[src/rtl/fetch_pkg.sv]
// Shared types and constants for the fetch-to-decode instruction buffer.
package fetch_pkg;

    localparam int INSTR_W  = 32;
    localparam int FB_DEPTH = 4;
    localparam int PC_W     = 64;

    typedef struct packed {
        logic [PC_W-1:0]    pc;
        logic [INSTR_W-1:0] instr;
    } fetch_entry_t;

    typedef enum logic [1:0] {
        OCC_EMPTY   = 2'd0,
        OCC_PARTIAL = 2'd1,
        OCC_FULL    = 2'd2
    } occ_state_t;

endpackage

[src/rtl/fb_ram.sv]
// Small register array for the fetch buffer.
// Writes on the rising edge; reads are combinational. There is no reset.
module fb_ram #(
    parameter int DEPTH = 4,
    parameter int WIDTH = 96,
    parameter int AW    = $clog2(DEPTH)
) (
    input  logic             clk,
    input  logic             we,
    input  logic [AW-1:0]    waddr,
    input  logic [WIDTH-1:0] wdata,
    input  logic [AW-1:0]    raddr,
    output logic [WIDTH-1:0] rdata
);

    logic [WIDTH-1:0] mem [DEPTH];

    always_ff @(posedge clk) begin
        if (we) begin
            mem[waddr] <= wdata;
        end
    end

    assign rdata = mem[raddr];

endmodule

[src/rtl/fetch_buffer.sv]
// Circular instruction buffer between fetch and decode, with valid/ready on
// both sides and a branch-redirect flush that discards every buffered entry.
module fetch_buffer
    import fetch_pkg::*;
#(
    parameter int N     = PC_W,
    parameter int DEPTH = FB_DEPTH
) (
    input  logic                     clk,
    input  logic                     reset,
    input  logic                     valid_F,
    input  logic [N-1:0]             pc_F,
    input  logic [INSTR_W-1:0]       instr_F,
    input  logic                     flush_F,
    output logic                     ready_F,
    output logic                     valid_D,
    output logic [N-1:0]             pc_D,
    output logic [INSTR_W-1:0]       instr_D,
    input  logic                     ready_D,
    output logic [$clog2(DEPTH):0]   count
);

    localparam int PW = $clog2(DEPTH);
    localparam int CW = PW + 1;
    localparam int EW = N + INSTR_W;
    localparam logic [CW-1:0] FULL_COUNT = CW'(DEPTH);

    logic [PW-1:0] rd_ptr;
    logic [PW-1:0] wr_ptr;
    logic [CW-1:0] count_q;
    logic [CW-1:0] count_next;
    logic [PW-1:0] rd_ptr_next;
    logic [PW-1:0] wr_ptr_next;
    occ_state_t    occ_state;

    logic          push;
    logic          pop;
    logic [EW-1:0] head_entry;

    // Occupancy is a pure decode of the registered count, so the handshake
    // outputs never depend combinationally on the other side's inputs.
    always_comb begin
        occ_state = OCC_PARTIAL;
        if (count_q == '0) begin
            occ_state = OCC_EMPTY;
        end else if (count_q == FULL_COUNT) begin
            occ_state = OCC_FULL;
        end
    end

    assign ready_F = (occ_state != OCC_FULL);
    assign valid_D = (occ_state != OCC_EMPTY);
    assign push    = valid_F & ready_F & ~flush_F;
    assign pop     = valid_D & ready_D & ~flush_F;

    always_comb begin
        count_next  = count_q;
        rd_ptr_next = rd_ptr;
        wr_ptr_next = wr_ptr;
        if (flush_F) begin
            count_next  = '0;
            rd_ptr_next = '0;
            wr_ptr_next = '0;
        end else begin
            if (push) begin
                wr_ptr_next = wr_ptr + 1'b1;
            end
            if (pop) begin
                rd_ptr_next = rd_ptr + 1'b1;
            end
            case ({push, pop})
                2'b10:   count_next = count_q + 1'b1;
                2'b01:   count_next = count_q - 1'b1;
                default: count_next = count_q;
            endcase
        end
    end

    always_ff @(posedge clk or posedge reset) begin
        if (reset) begin
            count_q <= '0;
            rd_ptr  <= '0;
            wr_ptr  <= '0;
        end else begin
            count_q <= count_next;
            rd_ptr  <= rd_ptr_next;
            wr_ptr  <= wr_ptr_next;
        end
    end

    fb_ram #(
        .DEPTH (DEPTH),
        .WIDTH (EW)
    ) u_ram (
        .clk   (clk),
        .we    (push),
        .waddr (wr_ptr),
        .wdata ({pc_F, instr_F}),
        .raddr (rd_ptr),
        .rdata (head_entry)
    );

    // Storage contents are undefined after reset, so mask the head when empty.
    assign pc_D    = valid_D ? head_entry[EW-1:INSTR_W] : '0;
    assign instr_D = valid_D ? head_entry[INSTR_W-1:0]  : '0;
    assign count   = count_q;

endmodule

[config.mk]
export PLATFORM = sky130hd
export DESIGN_NAME = fetch_buffer
export DESIGN_NICKNAME = d
export VERILOG_FILES = /design/src/rtl/fetch_pkg.sv /design/src/rtl/fb_ram.sv /design/src/rtl/fetch_buffer.sv
export SDC_FILE = /design/constraint.sdc
export NUM_CORES = 1
export LEC_CHECK = 0
export CAP_MARGIN = 20
export CORE_MARGIN = 5
export CORE_UTILIZATION = 36
export CTS_CLUSTER_DIAMETER = 200
export DETAILED_ROUTE_END_ITERATION = 10
export SYNTH_ARGS = -nofsm -noshare
export SYNTH_HDL_FRONTEND = slang
export SYNTH_SLANG_ARGS = --single-unit
[constraint.sdc]
create_clock -name clk -period 3.85 [get_ports clk]
set_clock_uncertainty 0.2 [all_clocks]
set_input_delay 0.385 -clock clk [delete_from_list [all_inputs] [get_ports clk]]
set_output_delay 0.385 -clock clk [all_outputs]
set_load 0.005 [all_outputs]
==> flow_metrics.tcl <==
set metrics [dict create \
    result_of_the_run "complete, no violations" \
    slew_violations 0 \
    regToRegEndpoint "count[1]" \
    critical_path_launch_point_type "flop" \
    post_synthesis_instance_area_um2 15040 \
    min_to "u_ram.mem[0][1]" \
    mostFrequentLayoutCell "sky130_fd_sc_hd__edfxtp_1" \
    slowest_stage "sky130_fd_sc_hd__dfrtp_1" \
    overall_track_demand_over_capacity_in_global_routing 0.1339 \
    comb_power_share 0.150 \
    unrepaired_setup_endpoints_after_global_routing "false" \
    critical_path.max_fanout 30 \
    place.gp.congestion 0.6862 \
    post_route_cells_drive_above_1_share 0.1929 \
    cp_cell_sequence "or3_4 > buf_4 > buf_4 > and2_1 > clkdlybuf4s50_1" \
    asyncSetResetFlopFracSynth 0.01790 \
    grt_pass1_wl_mm 47.42 \
    start_util 0.3659 \
    cts_num_sinks 391 \
    post-route-worst-setup-slack_ps 336.5 \
    final_min_period_over_clock_period 0.9126 \
    worst-setup-path-type "reg2out" \
    setup_viol_count_final 0 \
    htree_num_levels 2 \
    synth_top_area_share 0.7667 \
    timing.max_slew.rel_slack 0.6012 \
    globalRouteOverflowTotal 0 \
    worst_hold_path.num_cells 1 \
    route.final.wire_length_mm 31.08 \
    post-synth-top-area-cell "sky130_fd_sc_hd__edfxtp_1" \
    core_um2 41110 \
    grt_antenna_before_repair 4 \
    report.final.hold_viol_count 0 \
    sw_pwr_uw 2243 \
    dpl_worst_slack_ps 680.3 \
    design.die.area_um2 45970 \
    fill_cells 3514 \
    synth_xor_area_frac 0.001747 \
    power.sequential.fraction 0.487 \
    cts_inserted_buffers 42 \
    post_synth_fa_ha_maj_area_fraction 0.004659 \
    transition_at_the_pin_with_the_smallest_max_transition_slack_ps 598.2 \
    finish.net_count 1010 \
    max-clock-path-buffers 3 \
    yosys_warnings 0 \
    multi_input_area_um2 3126 \
    cp.arrival_ps 2930 \
    max-cap-violations 0 \
    yosysSeqAreaShare 0.7783 \
    largest_family_of_logic_cells_by_synthesized_area "multiplexers" \
    detailroute.via_count 7175 \
    layout_common_cells "sky130_fd_sc_hd__edfxtp_1, sky130_fd_sc_hd__clkdlybuf4s50_1, sky130_fd_sc_hd__and2_1, sky130_fd_sc_hd__mux4_2, sky130_fd_sc_hd__clkbuf_16" \
    hold_class "in2reg" \
    drtAntennaViolNets 0 \
    wl_per_cell_um 21.20 \
    netlist_instances 677 \
    worstRegToRegCells 6 \
    synth_top_flop_cell "sky130_fd_sc_hd__edfxtp_1" \
    setup_tns_ps 0 \
    first_global_vias 7749 \
    synthesis.nets 783 \
    largest_net_degree_at_the_start_of_global_routing 62 \
    synth_cell_types 33 \
    leakagePower_uw 0.005981 \
    synthMuxAreaShare 0.1445 \
    sw_frac_of_total 0.2229 \
    firstDrtPassIters 5 \
    final-seq-area_um2 11710 \
    detailed_place_hpwl_mm 18.90 \
    dr.first_iter.drc_count 460 \
    finalCriticalPeriod_ps 3514 \
    post_synth.cell_area_avg_um2 22.22 \
    synth-compound-area-share 0.006239 \
    yosys-top-cells-area "sky130_fd_sc_hd__edfxtp_1, sky130_fd_sc_hd__mux4_2, sky130_fd_sc_hd__and2_1" \
    clock-root-buffer "sky130_fd_sc_hd__clkbuf_16" \
    num_io_pins 202 \
    crit_required_ps 3260 \
    io_buffers 201 \
    detail_route.vias_per_cell 4.894 \
    synth_edf_count 384 \
    irDropWorstVdd_v 0.0003815 \
    rrSetupSlack_ps 1140 \
    std_cell_rows 74 \
    fp.dieW_um 214.4 \
    synth-simple-area-share 0.04966 \
    critical-path-max-stage-delay_ps 570 \
    power.density_nw_per_um2 527.2 \
    tritoncts "yes" \
    hp-start "instr_F[1]" \
    internal_power_contribution_uw 7819 \
    r2r-start "count[1]" \
    timing.critical_path.to_type "output pin" \
    drc 0 \
    fp.dieH_um 214.4 \
    fmax_ghz 0.2846 \
    layout-area-overhead-vs-synth_pct 26.89 \
    worst_skew_pair.late_latency_ps 530 \
    synth-seq-cells 391 \
    power.share.clock 0.363 \
    clk_transition_reported_paths_ps 60 \
    cp_common_cell "sky130_fd_sc_hd__buf_4" \
]
Yosys cell counts, types with 2 or more instances:
library cell,count
sky130_fd_sc_hd__inv_1,3
sky130_fd_sc_hd__a31oi_1,2
sky130_fd_sc_hd__buf_6,3
sky130_fd_sc_hd__o21ai_0,3
sky130_fd_sc_hd__edfxtp_1,384
sky130_fd_sc_hd__a21oi_1,4
sky130_fd_sc_hd__dfrtp_1,7
sky130_fd_sc_hd__nand3_1,5
sky130_fd_sc_hd__ha_1,4
sky130_fd_sc_hd__buf_8,2
sky130_fd_sc_hd__nor2_1,5
sky130_fd_sc_hd__nand2b_1,3
sky130_fd_sc_hd__mux4_2,96
sky130_fd_sc_hd__and2_1,101
sky130_fd_sc_hd__xor2_1,2
sky130_fd_sc_hd__buf_2,16
sky130_fd_sc_hd__clkbuf_1,17
sky130_fd_sc_hd__nand2_1,5
worst max path at each step:
| stage | from | endpoint | slack [ps] | cells past startpoint |
|---|---|---|---|---|
| 5_1_grt | count[1] | pc_D[52] | 130 | 5 |
| 2_1_floorplan | count[2] | u_ram.mem[0][0] | 1000 | 5 |
| 4_1_cts | count[1] | pc_D[51] | 90 | 5 |
| 3_5_place_dp | count[0] | pc_D[51] | 680 | 5 |
| 6_report | count[1] | pc_D[51] | 340 | 5 |
| 3_3_place_gp | count[1] | pc_D[24] | 720 | 5 |
worst max-delay path: cells and delay by family, from the launching register on:
family,cells,cell delay (ps)
buffers and inverters,3,1240
flip-flops,1,570
AND/OR/NAND/NOR,2,560
metrics by stage:
stage          utilization  area [um2]  instances  total power, uW  hold WS [ps]
2_1_floorplan            -       15050        677             5724        -11.60
3_3_place_gp        0.4336       17820       1391             6525         369.3
3_5_place_dp        0.4336       17820       1391             6536         383.1
4_1_cts             0.4641       19080       1465            10230         224.9
5_1_grt             0.4642       19080       1466            10510         237.0
6_report            0.4642       19080       1466            10060         272.2
registers in the layout, summed over array words and instances, names as in the netlist:
| signal | cells |
|---|---|
| count | 3 |
| rd_ptr | 2 |
| u_ram.mem | 384 |
| wr_ptr | 2 |
power by group through the flow:
| stage | clock [uW] | combinational, uW | sequential [uW] |
|---|---|---|---|
| 5_1_grt | 3960 | 1640 | 4910 |
| 4_1_cts | 3780 | 1560 | 4900 |
| 3_5_place_dp | 0 | 1550 | 4990 |
| 2_1_floorplan | 0 | 775 | 4950 |
| 6_report | 3660 | 1510 | 4900 |
| 3_3_place_gp | 0 | 1540 | 4980 |
cell families (layout without fill, tap and decap cells):
kind of cell               after synthesis  after routing
other                                    0              1
DFF                                    391            391
adders and majority gates                5              5
AOI/OAI and AO/OA                       15             15
buffers and inverters                   42            298
xor gates and xnor gates                 3              3
muxes                                   97             97
and+or+nand+nor                        124            124
final cells by class:
type,instances,share of cell area
Multi-Input combinational cell,244,0.1638
Clock inverter,24,0.007605
Sequential cell,391,0.6138
Timing Repair Buffer,222,0.1217
Antenna cell,1,0.0001311
Clock buffer,49,0.05756
Tap cell,532,0.03488
Inverter,3,0.0005900
metal layers:
layer / GRT usage / vias up / wire length, um
li1: - / 3216 / -
met1: 0.1765 / 3706 / 13460
met2: 0.2164 / 195 / 14990
met3: 0.03755 / 52 / 1856
met4: 0.04488 / 6 / 736
met5: 0 / - / 34
repair_timing:
action,4_1_cts,5_1_grt
hold endpoints to repair,7,0
setup endpoints to repair,0,26
hold buffers,1,0
resized for setup,0,1
buffers inserted,0,0
(Power assumes the default switching activity.)
==> variant (same settings) <==
`PC_W`: 64 -> 68.
--- a/src/rtl/fetch_pkg.sv
+++ b/src/rtl/fetch_pkg.sv
@@ -3,7 +3,7 @@
 
     localparam int INSTR_W  = 32;
     localparam int FB_DEPTH = 4;
-    localparam int PC_W     = 64;
+    localparam int PC_W     = 68;
 
     typedef struct packed {
         logic [PC_W-1:0]    pc;
Ports: changed (resized pc_D and pc_F); port bits go from 202 to 210. The function was not compared with the original's and may differ.
==> variant against the original RTL <==
  * Non-clock buffer count rose by 11
  * Clock power rose by 2%
  * Register-to-register slack got worse by 0.02 ns
  * Largest power group unchanged
  * Maximum frequency rose by 3.5%
  * Via count rose by 3.8%
  * Final area rose by 4.2%
  * Global-route usage rose by 0.35 points
  * Setup slack improved by 0.12 ns
  * First-iteration DRC count rose by 15%
  * Total power rose by 3.7%
  * Wire length rose by 4.4%
  * Sequential cell count rose by 16
  * Critical path depth fell by 1
  * Synthesized area rose by 4.0%
==> variant: results (changes against the original RTL) <==
GP Congestion = 0.6916 (+0.79%)
first-pass GRT wire length = 50.13 mm (+5.7%)
Peak VDD IR = 0.4062 mV (+6.5%)
sequential fraction of the synthesis area = 77.94% (+0.11 points)
P_leak = 6.230 nW (+4.2%)
post-synthesis instance total = 701 (+3.5%)
CP max stage cell = dfrtp_4
RR Endpoint = count[1]
flop-to-flop setup slack = 1.12 ns (-0.02 ns)
IO buf count = 209 (+4.0%)
most instantiated cells after synthesis = 400 x edfxtp_1, 105 x and2_1, 100 x mux4_2
fillcell total = 3699 (+5.3%)
hold_ws = 0.2650 ns (-0.007136 ns)
HPWL Detailed = 19.42 mm (+2.7%)
Cell Area, Synth = 15630 µm² (+4.0%)
Synth cell types = 32 (-3.0%)
Largest stage delay, worst path = 0.78 ns (+0.21 ns)
Post-Syn Nets = 811 (+3.6%)
final non-filler cell total = 1555 (+6.1%)
Top delay family on crit path = flip-flops
share of cells above drive strength 1 = 19.20% (-0.098 points)
Post-synth EDFFs = 400 (+4.2%)
Hold Path Origin = pc_F[53]
nets = 1050 (+4.0%)
Inst Count DP = 1479 (+6.3%)
worst slew pin tran = 0.6149 ns (+0.01665 ns)
HP Class = in -> reg
dominant synthesized flop cell = edfxtp_1
Tot GR Track Use = 13.74% (+0.35 points)
Initial DRC Count = 530 (+15%)
vias in the first global route = 8131 (+4.9%)
DR pass1 iterations = 4 (-1)
post-DR wirelength/cell = 20.87 µm (-1.6%)
Hold EP = u_ram.mem[2][85]
routed vias/inst = 4.792 (-2.1%)
worst slack, placed = 0.7957 ns (+0.1154 ns)
CTS Buf Count = 43 (+2.4%)
max FFs per register = 400 (+4.2%)
setup ws final = 0.4562 ns (+0.1198 ns)
status = complete, no violations
synth top area cells = edfxtp_1 77%, mux4_2 14%, and2_1 4.2%
initial antenna violation count = 5 (+1)
arrival time at the worst endpoint = 2.81 ns (-0.12 ns)
post-layout util = 46.27% (-0.16 points)
variant: cell count changes in the layout (fill, tap and decap cells not counted), sizes merged, moves of 4 or more:
| cell | change |
|---|---|
| and2 | +4 |
| mux4 | +4 |
| clkbuf | +4 |
| clkdlybuf4s50 | +8 |
| edfxtp | +16 |
variant: where the power goes:
group,internal [mW],switching [mW]
Sequential,5.03,0.0755
Combinational,0.934,0.642
Clock,2.15,1.60
Total,8.12,2.32
variant: cell type report:
| class | count | area share, % |
|---|---|---|
| Clock buffer | 53 | 5.707 |
| Clock inverter | 21 | 0.6858 |
| Inverter | 3 | 0.05663 |
| Multi-Input combinational cell | 252 | 16.28 |
| Antenna cell | 1 | 0.01258 |
| Sequential cell | 407 | 61.32 |
| Tap cell | 585 | 3.681 |
| Timing Repair Buffer | 233 | 12.26 |
variant: worst max-delay path by stage:
stage	end	depth (start not counted)
floorplan	u_ram.mem[0][0]	5
global placement	u_ram.mem[1][66]	5
detailed placement	u_ram.mem[1][66]	5
CTS	pc_D[10]	4
global route	pc_D[21]	4
finish	pc_D[33]	4
variant: cells by family after synthesis:
family,Yosys count,share of synthesized area (%)
AOI/OAI and AO/OA,15,0.6003
DFF,407,77.94
adders and majority gates,5,0.4482
muxes,101,14.48
buffers and inverters,42,1.424
and+or+nand+nor,128,4.938
xor gates and xnor gates,3,0.1681
variant: worst reg2reg max path, delay by kind of cell, from the launching register on:
kind                     cells  cell delay, ns
AO/OA/AOI/OAI                2            0.58
adder cells (fa/ha/maj)      1            0.52
flip-flops                   1            0.53
AND/OR/NAND/NOR              3            0.78
variant: per-layer routing:
metal,wire [µm],vias up,track usage (%)
met2,14680,200,20.59
met4,586,6,3.328
met5,42,-,0
met1,14970,3860,19.75
met3,2173,48,4.419
li1,-,3337,-
